[src/rtl/load_store_pkg.sv]
// Shared types and constants for the load/store ramp generator.
package load_store_pkg;

  typedef enum logic [1:0] {
    LS_UP   = 2'd0,
    LS_HOLD = 2'd1,
    LS_DOWN = 2'd2
  } ls_state_t;

  localparam logic LS_TRIANGLE = 1'b0;
  localparam logic LS_SAWTOOTH = 1'b1;

endpackage

[src/rtl/load_store_chan.sv]
// One ramp channel: volume counter, UP/HOLD/DOWN state, dwell counter and pulses.
// The HOLD dwell is compiled in only when LOAD_STORE_HOLD_EN is defined.
module load_store_chan
  import load_store_pkg::*;
#(
  parameter int CBITS = 14,
  parameter int N     = 12500,
  parameter int STEP  = 1,
  parameter int HOLD  = 0
) (
  input  logic             clk,
  input  logic             rst_n,
  input  logic             en,
  input  logic             clr,
  input  logic             mode,
  output logic [CBITS-1:0] vol,
  output logic             top,
  output logic             bot,
  output ls_state_t        state
);

  localparam logic [CBITS-1:0] NV = CBITS'(N);
  localparam logic [CBITS-1:0] SV = CBITS'(STEP);

`ifdef LOAD_STORE_HOLD_EN
  localparam bit HOLD_ON = (HOLD > 0);
  localparam int DW = (HOLD > 1) ? $clog2(HOLD) : 1;
  localparam logic [DW-1:0] DLAST = DW'((HOLD > 0) ? HOLD - 1 : 0);
  logic [DW-1:0] dwell, dwell_n;
`else
  // Without the dwell feature the HOLD parameter has no effect.
  localparam bit HOLD_ON = 1'b0 && (HOLD > 0);
`endif

  logic [CBITS-1:0] vol_n;
  logic             top_n, bot_n;
  ls_state_t        state_n;
  logic [CBITS:0]   sum;
  logic             do_down, do_wrap;

  // One extra bit so vol + STEP cannot wrap before the peak compare.
  assign sum = {1'b0, vol} + {1'b0, SV};

  always_comb begin
    vol_n   = vol;
    state_n = state;
    top_n   = 1'b0;
    bot_n   = 1'b0;
    do_down = 1'b0;
    do_wrap = 1'b0;
`ifdef LOAD_STORE_HOLD_EN
    dwell_n = dwell;
`endif
    if (clr) begin
      vol_n   = '0;
      state_n = LS_UP;
`ifdef LOAD_STORE_HOLD_EN
      dwell_n = '0;
`endif
    end else if (en) begin
      case (state)
        LS_UP: begin
          // Sitting at N in UP happens after a sawtooth peak or a dwell exit.
          if (vol == NV) begin
            if (mode == LS_SAWTOOTH) do_wrap = 1'b1;
            else                     do_down = 1'b1;
          end else if (sum >= {1'b0, NV}) begin
            vol_n = NV;
            top_n = 1'b1;
            if (HOLD_ON) begin
              state_n = LS_HOLD;
`ifdef LOAD_STORE_HOLD_EN
              dwell_n = '0;
`endif
            end else if (mode == LS_TRIANGLE) begin
              state_n = LS_DOWN;
            end else begin
              state_n = LS_UP;
            end
          end else begin
            vol_n = sum[CBITS-1:0];
          end
        end
        LS_DOWN: begin
          if (mode == LS_SAWTOOTH) do_wrap = 1'b1;
          else                     do_down = 1'b1;
        end
`ifdef LOAD_STORE_HOLD_EN
        LS_HOLD: begin
          // Leaving with vol still at N lets the following cycle do the step/wrap.
          if (dwell == DLAST) begin
            state_n = (mode == LS_TRIANGLE) ? LS_DOWN : LS_UP;
          end else begin
            dwell_n = dwell + 1'b1;
          end
        end
`endif
        default: state_n = LS_UP;
      endcase

      if (do_wrap) begin
        vol_n   = '0;
        bot_n   = (vol != '0);
        state_n = LS_UP;
      end
      if (do_down) begin
        if (vol <= SV) begin
          vol_n   = '0;
          bot_n   = (vol != '0);
          state_n = LS_UP;
        end else begin
          vol_n   = vol - SV;
          state_n = LS_DOWN;
        end
      end
    end
  end

  always_ff @(posedge clk or negedge rst_n) begin
    if (!rst_n) begin
      vol   <= '0;
      state <= LS_UP;
      top   <= 1'b0;
      bot   <= 1'b0;
`ifdef LOAD_STORE_HOLD_EN
      dwell <= '0;
`endif
    end else begin
      vol   <= vol_n;
      state <= state_n;
      top   <= top_n;
      bot   <= bot_n;
`ifdef LOAD_STORE_HOLD_EN
      dwell <= dwell_n;
`endif
    end
  end

endmodule

[src/rtl/load_store_ramp.sv]
// Multi-channel load/store ramp generator; NCH independent channels plus a
// registered any_top flag. Optional peak dwell via LOAD_STORE_HOLD_EN.
module load_store_ramp
  import load_store_pkg::*;
#(
  parameter int NCH   = 4,
  parameter int CBITS = 14,
  parameter int N     = 12500,
  parameter int STEP  = 1,
  parameter int HOLD  = 0
) (
  input  logic                 clk,
  input  logic                 rst_n,
  input  logic [NCH-1:0]       en,
  input  logic [NCH-1:0]       clr,
  input  logic                 mode,
  output logic [NCH*CBITS-1:0] vol,
  output logic [NCH-1:0]       top,
  output logic [NCH-1:0]       bot,
  output logic                 any_top,
  output logic [2*NCH-1:0]     dbg_state
);

  for (genvar i = 0; i < NCH; i++) begin : g_chan
    ls_state_t st;

    load_store_chan #(
      .CBITS (CBITS),
      .N     (N),
      .STEP  (STEP),
      .HOLD  (HOLD)
    ) u_chan (
      .clk   (clk),
      .rst_n (rst_n),
      .en    (en[i]),
      .clr   (clr[i]),
      .mode  (mode),
      .vol   (vol[i*CBITS +: CBITS]),
      .top   (top[i]),
      .bot   (bot[i]),
      .state (st)
    );

    assign dbg_state[2*i +: 2] = st;
  end

  always_ff @(posedge clk or negedge rst_n) begin
    if (!rst_n) any_top <= 1'b0;
    else        any_top <= |top;
  end

endmodule

[config.mk]
export PLATFORM = sky130hd
export DESIGN_NAME = load_store_ramp
export DESIGN_NICKNAME = d
export VERILOG_FILES = /design/src/rtl/load_store_pkg.sv /design/src/rtl/load_store_chan.sv /design/src/rtl/load_store_ramp.sv
export SDC_FILE = /design/constraint.sdc
export NUM_CORES = 1
export LEC_CHECK = 0
export BUFFER_PORTS_ARGS = -buffer_cell sky130_fd_sc_hd__buf_4
export CELL_PAD_IN_SITES_DETAIL_PLACEMENT = 0
export CELL_PAD_IN_SITES_GLOBAL_PLACEMENT = 1
export CORE_MARGIN = 1
export CORE_UTILIZATION = 35
export DETAILED_ROUTE_END_ITERATION = 6
export PLACE_DENSITY = 0.64
export RECOVER_POWER = 50
export SYNTH_ARGS = -nofsm -noshare
export SYNTH_HDL_FRONTEND = slang
export SYNTH_SLANG_ARGS = --single-unit
[constraint.sdc]
create_clock -name clk -period 6.5 [get_ports clk]
set_input_delay 0.325 -clock clk [delete_from_list [all_inputs] [get_ports clk]]
set_output_delay 0.325 -clock clk [all_outputs]
set_load 0.05 [all_outputs]
==> tab_implementation.tex <==
\begin{tabular}{lr}
\hline
Metric & Value \\
\hline
\multicolumn{2}{l}{\textbf{STA}} \\
\quad RSZ-0062 raised after global routing & no \\
\quad Share of the clock period used by the worst path after layout & 57.11\% \\
\quad Top achievable clock speed & 269.4 MHz \\
\quad Setup-violating endpoint count in the final report & 0 \\
\quad Final max-slew violation count & 70 \\
\quad Worst Skew & 6.768 ps \\
\quad Sum Neg Setup Slack & 0 ps \\
\quad Actual transition at the worst max-transition pin & 4086 ps \\
\quad Hold WS & 232.4 ps \\
\quad Worst slew slack as a fraction of its limit & -172.4\% \\
\quad Time the worst path needs with I/O delays and setup & 3712 ps \\
\quad Count of endpoints failing hold in the final timing report & 0 \\
\multicolumn{2}{l}{\textbf{Route}} \\
\quad DRT Pass-1 Iters & 7 \\
\quad Total detailed-routing wirelength & 22360 um \\
\quad 1st-iter DRT viols & 688 \\
\quad DR vias & 7125 \\
\quad Antenna-violating nets left & 0 \\
\quad DRC violation count after routing & 1 \\
\quad Routed via count divided by cell count & 6.153 \\
\quad Routed len/inst & 19.31 um \\
\multicolumn{2}{l}{\textbf{Die}} \\
\quad Core area & 18830 um2 \\
\quad Floorplan row count & 50 \\
\quad Die Span Y & 141.0 um \\
\quad Die footprint & 19890 um2 \\
\quad Effective utilization at floorplan & 35.93\% \\
\quad I/O Pins & 84 \\
\quad Die span in x & 141.0 um \\
\multicolumn{2}{l}{\textbf{Global route}} \\
\quad Pin count of the biggest net entering global routing & 70 \\
\quad Vias in the first global route & 6633 \\
\quad Remaining global-route overflow & 0 \\
\quad First-pass GRT wire length & 36230 um \\
\quad Overall track demand over capacity in global routing & 22.73\% \\
\quad Antenna violations before repair & 1 \\
\multicolumn{2}{l}{\textbf{Worst setup path}} \\
\quad Cell breakdown of the critical path & clkbuf\_1 \\
\quad Critical path depth & 1 \\
\quad Buffers and inverters on the worst path & 1 \\
\quad Worst reg2reg path endpoint & g\_chan[3].u\_chan.vol[6] \\
\quad FF-to-FF Start & g\_chan[3].u\_chan.vol[1] \\
\quad CP Class & input pin to asynchronous set/reset pin \\
\quad Worst Reg-to-Reg Cells & 10 \\
\quad Biggest fanout along the worst timing path & 69 \\
\quad Critical path arrival & 3210 ps \\
\quad Kind of cell adding the most delay to the critical path & buffers and inverters \\
\quad Data required, critical path & 6000 ps \\
\quad Kind of start point of the critical path & input pin \\
\quad Worst-path cell with the longest stage delay & sky130\_fd\_sc\_hd\_\_clkbuf\_1 \\
\quad Maximum single-stage delay on the critical path & 2800 ps \\
\quad Reg2Reg Setup Slack & 2830 ps \\
\quad Setup crit end kind & asynchronous set/reset pin \\
\multicolumn{2}{l}{\textbf{Final layout}} \\
\quad Most frequent cells in the layout & 75 x sky130\_fd\_sc\_hd\_\_nand2\_1, 69 x sky130\_fd\_sc\_hd\_\_dfrtp\_1, 58 x sky130\_fd\_sc\_hd\_\_o21ai\_0 \\
\quad Proportion of layout cells with a drive suffix above 1 & 10.13\% \\
\quad \# diodes & 0 \\
\quad Commonest non-fill, non-tap cell in the layout & sky130\_fd\_sc\_hd\_\_nand2\_1 \\
\quad Fin nets & 916 \\
\quad Area growth syn-to-layout & 10.08\% \\
\multicolumn{2}{l}{\textbf{Clock network}} \\
\quad Number of clock sinks & 69 \\
\quad H-tree depth & 3 \\
\quad Number of buffers inserted for hold repair after clock tree synthesis & 0 \\
\quad Num CTS Buffers & 9 \\
\quad Post-CTS Resized & 0 \\
\quad Clock Pin Slew Worst Setup and Hold Paths & 70 ps \\
\quad Root buffer selected by CTS & sky130\_fd\_sc\_hd\_\_clkbuf\_16 \\
\quad Number of buffers on the longest clock path & 2 \\
\quad Clock insertion delay at the later pin of the skew report & 350 ps \\
\quad TritonCTS clock tree & built \\
\quad Post-CTS setup-driven buffer insertion count & 0 \\
\multicolumn{2}{l}{\textbf{Logic synthesis}} \\
\quad Number of warning messages in the yosys log & 0 \\
\quad \#FFs+latches synth & 69 \\
\quad Synth Instances & 897 \\
\quad Sequential element share of the synthesized area & 25.52\% \\
\quad Async SR Flop Fraction & 100.0\% \\
\quad Post-Synthesis Cell Area & 6766 um2 \\
\quad Mean Syn Cell Area & 7.543 um2 \\
\quad Number of enable flip-flop cells after synthesis & 0 \\
\quad Most used flip-flop cell after synthesis & sky130\_fd\_sc\_hd\_\_dfrtp\_1 \\
\quad Count of unique library cells instantiated by Yosys & 88 \\
\multicolumn{2}{l}{\textbf{Outcome}} \\
\quad Outcome & finished with violations \\
\quad Violated checks & DRC, capacitance limit, slew limit \\
\multicolumn{2}{l}{\textbf{Worst hold path}} \\
\quad Path type of the worst min-delay path & input pin to flop \\
\quad End point of the most critical hold path & g\_chan[0].u\_chan.vol[1] \\
\quad Hold Path Cell Cnt & 2 \\
\quad Critical hold path startpoint & clr[0] \\
\multicolumn{2}{l}{\textbf{Job}} \\
\quad Max-cap violation count & 1 \\
\multicolumn{2}{l}{\textbf{Power}} \\
\quad Worst IR Drop VDD & 0.1391 mV \\
\quad Leak & 2.979 nW \\
\quad Power per standard cell area & 236.1 nW/um2 \\
\multicolumn{2}{l}{\textbf{Placed design}} \\
\quad Routability congestion estimate & 0.8684 \\
\quad Post-DP HPWL & 15550 um \\
\quad I/O Buffers & 79 \\
\hline
\end{tabular}
## cell usage after synthesis, types with 10 or more instances
library cell               number  area (um2)
sky130_fd_sc_hd__a311oi_1      11       96.34
sky130_fd_sc_hd__inv_1         26       97.59
sky130_fd_sc_hd__nor2_1        57       214.0
sky130_fd_sc_hd__dfrtp_1       69        1727
sky130_fd_sc_hd__xor2_1        10       87.58
sky130_fd_sc_hd__and3_1        16       100.1
sky130_fd_sc_hd__and2_1        15       93.84
sky130_fd_sc_hd__nand4_1       16       100.1
sky130_fd_sc_hd__a21oi_1       56       280.3
sky130_fd_sc_hd__o21ai_0       58       290.3
sky130_fd_sc_hd__clkbuf_1      60       225.2
sky130_fd_sc_hd__buf_2         22       110.1
sky130_fd_sc_hd__nor2b_1       10       62.56
sky130_fd_sc_hd__ha_1          12       150.1
sky130_fd_sc_hd__xnor2_1       21       183.9
sky130_fd_sc_hd__a31oi_1       14       87.58
sky130_fd_sc_hd__buf_4         14       105.1
sky130_fd_sc_hd__nor3_1        54       270.3
sky130_fd_sc_hd__nand3_1       37       185.2
sky130_fd_sc_hd__o211ai_1      11       82.58
sky130_fd_sc_hd__nor4_1        24       150.1
sky130_fd_sc_hd__o22ai_1       17       106.4
sky130_fd_sc_hd__nand2_1       75       281.5
## report_power, final
part	total (mW)	switching (mW)	internal [mW]
combinational	0.634	0.412	0.222
sequential	0.559	0.101	0.458
clock	0.566	0.220	0.346
total	1.76	0.732	1.03
## logic make-up (layout without fill, tap and decap cells)
group	count (synthesis)	after routing	synth area share, %
AO/OA/AOI/OAI	271	271	27.96
other	1	4	0.05542
multiplexers	7	7	1.146
XOR/XNOR	31	31	4.013
adder cells (fa/ha/maj)	12	12	2.219
flip-flops	69	69	25.52
AND/OR/NAND/NOR	380	380	30.77
buffers and inverters	126	124	8.321
## final cells by class
type | count | area [um2]
fillers | 1971 | 11380
flip-flops and latches | 69 | 1727
clock buffers | 10 | 239.0
multi-input cells | 705 | 4488
inverters | 27 | 102.6
repair buffers | 81 | 480.5
clock inverters | 6 | 86.33
well taps | 260 | 325.3
## state kept, by name, indices dropped and copies added, names as in the netlist
register / flops
g_chan.u_chan.vol: 56
g_chan.u_chan.bot: 4
g_chan.u_chan.top: 4
any_top: 1
g_chan.u_chan.state: 4
## worst max-delay path by stage
stage | startpoint | end
3_5_place_dp | g_chan[3].u_chan.vol[1] | g_chan[3].u_chan.vol[6]
2_1_floorplan | g_chan[3].u_chan.vol[0] | g_chan[3].u_chan.vol[12]
4_1_cts | g_chan[3].u_chan.vol[1] | g_chan[3].u_chan.vol[6]
5_1_grt | rst_n | g_chan[3].u_chan.vol[3]
3_3_place_gp | g_chan[3].u_chan.vol[0] | g_chan[3].u_chan.vol[6]
6_report | rst_n | g_chan[1].u_chan.vol[10]
## routing by layer
layer,track usage [%],vias up,part of all wire (%)
met5,0,-,0
li1,-,3352,-
met3,3.974,22,5.4
met1,32.16,3489,47
met2,35.56,262,46
met4,5.892,0,1.3
## metrics by stage
stage | std cells | power, mW | utilization, % | instance area [um2] | setup slack [ps]
3_5_place_dp | 1142 | 1.201 | 38.51 | 7251 | 2876
3_3_place_gp | 1142 | 1.199 | 38.51 | 7251 | 2992
2_1_floorplan | 900 | 1.036 | - | 6778 | 3346
5_1_grt | 1158 | 1.859 | 39.55 | 7448 | 1893
6_report | 1158 | 1.758 | 39.55 | 7448 | 2788
4_1_cts | 1158 | 1.772 | 40.23 | 7576 | 2861
No activity file was read; power rests on OpenSTA's default activity.
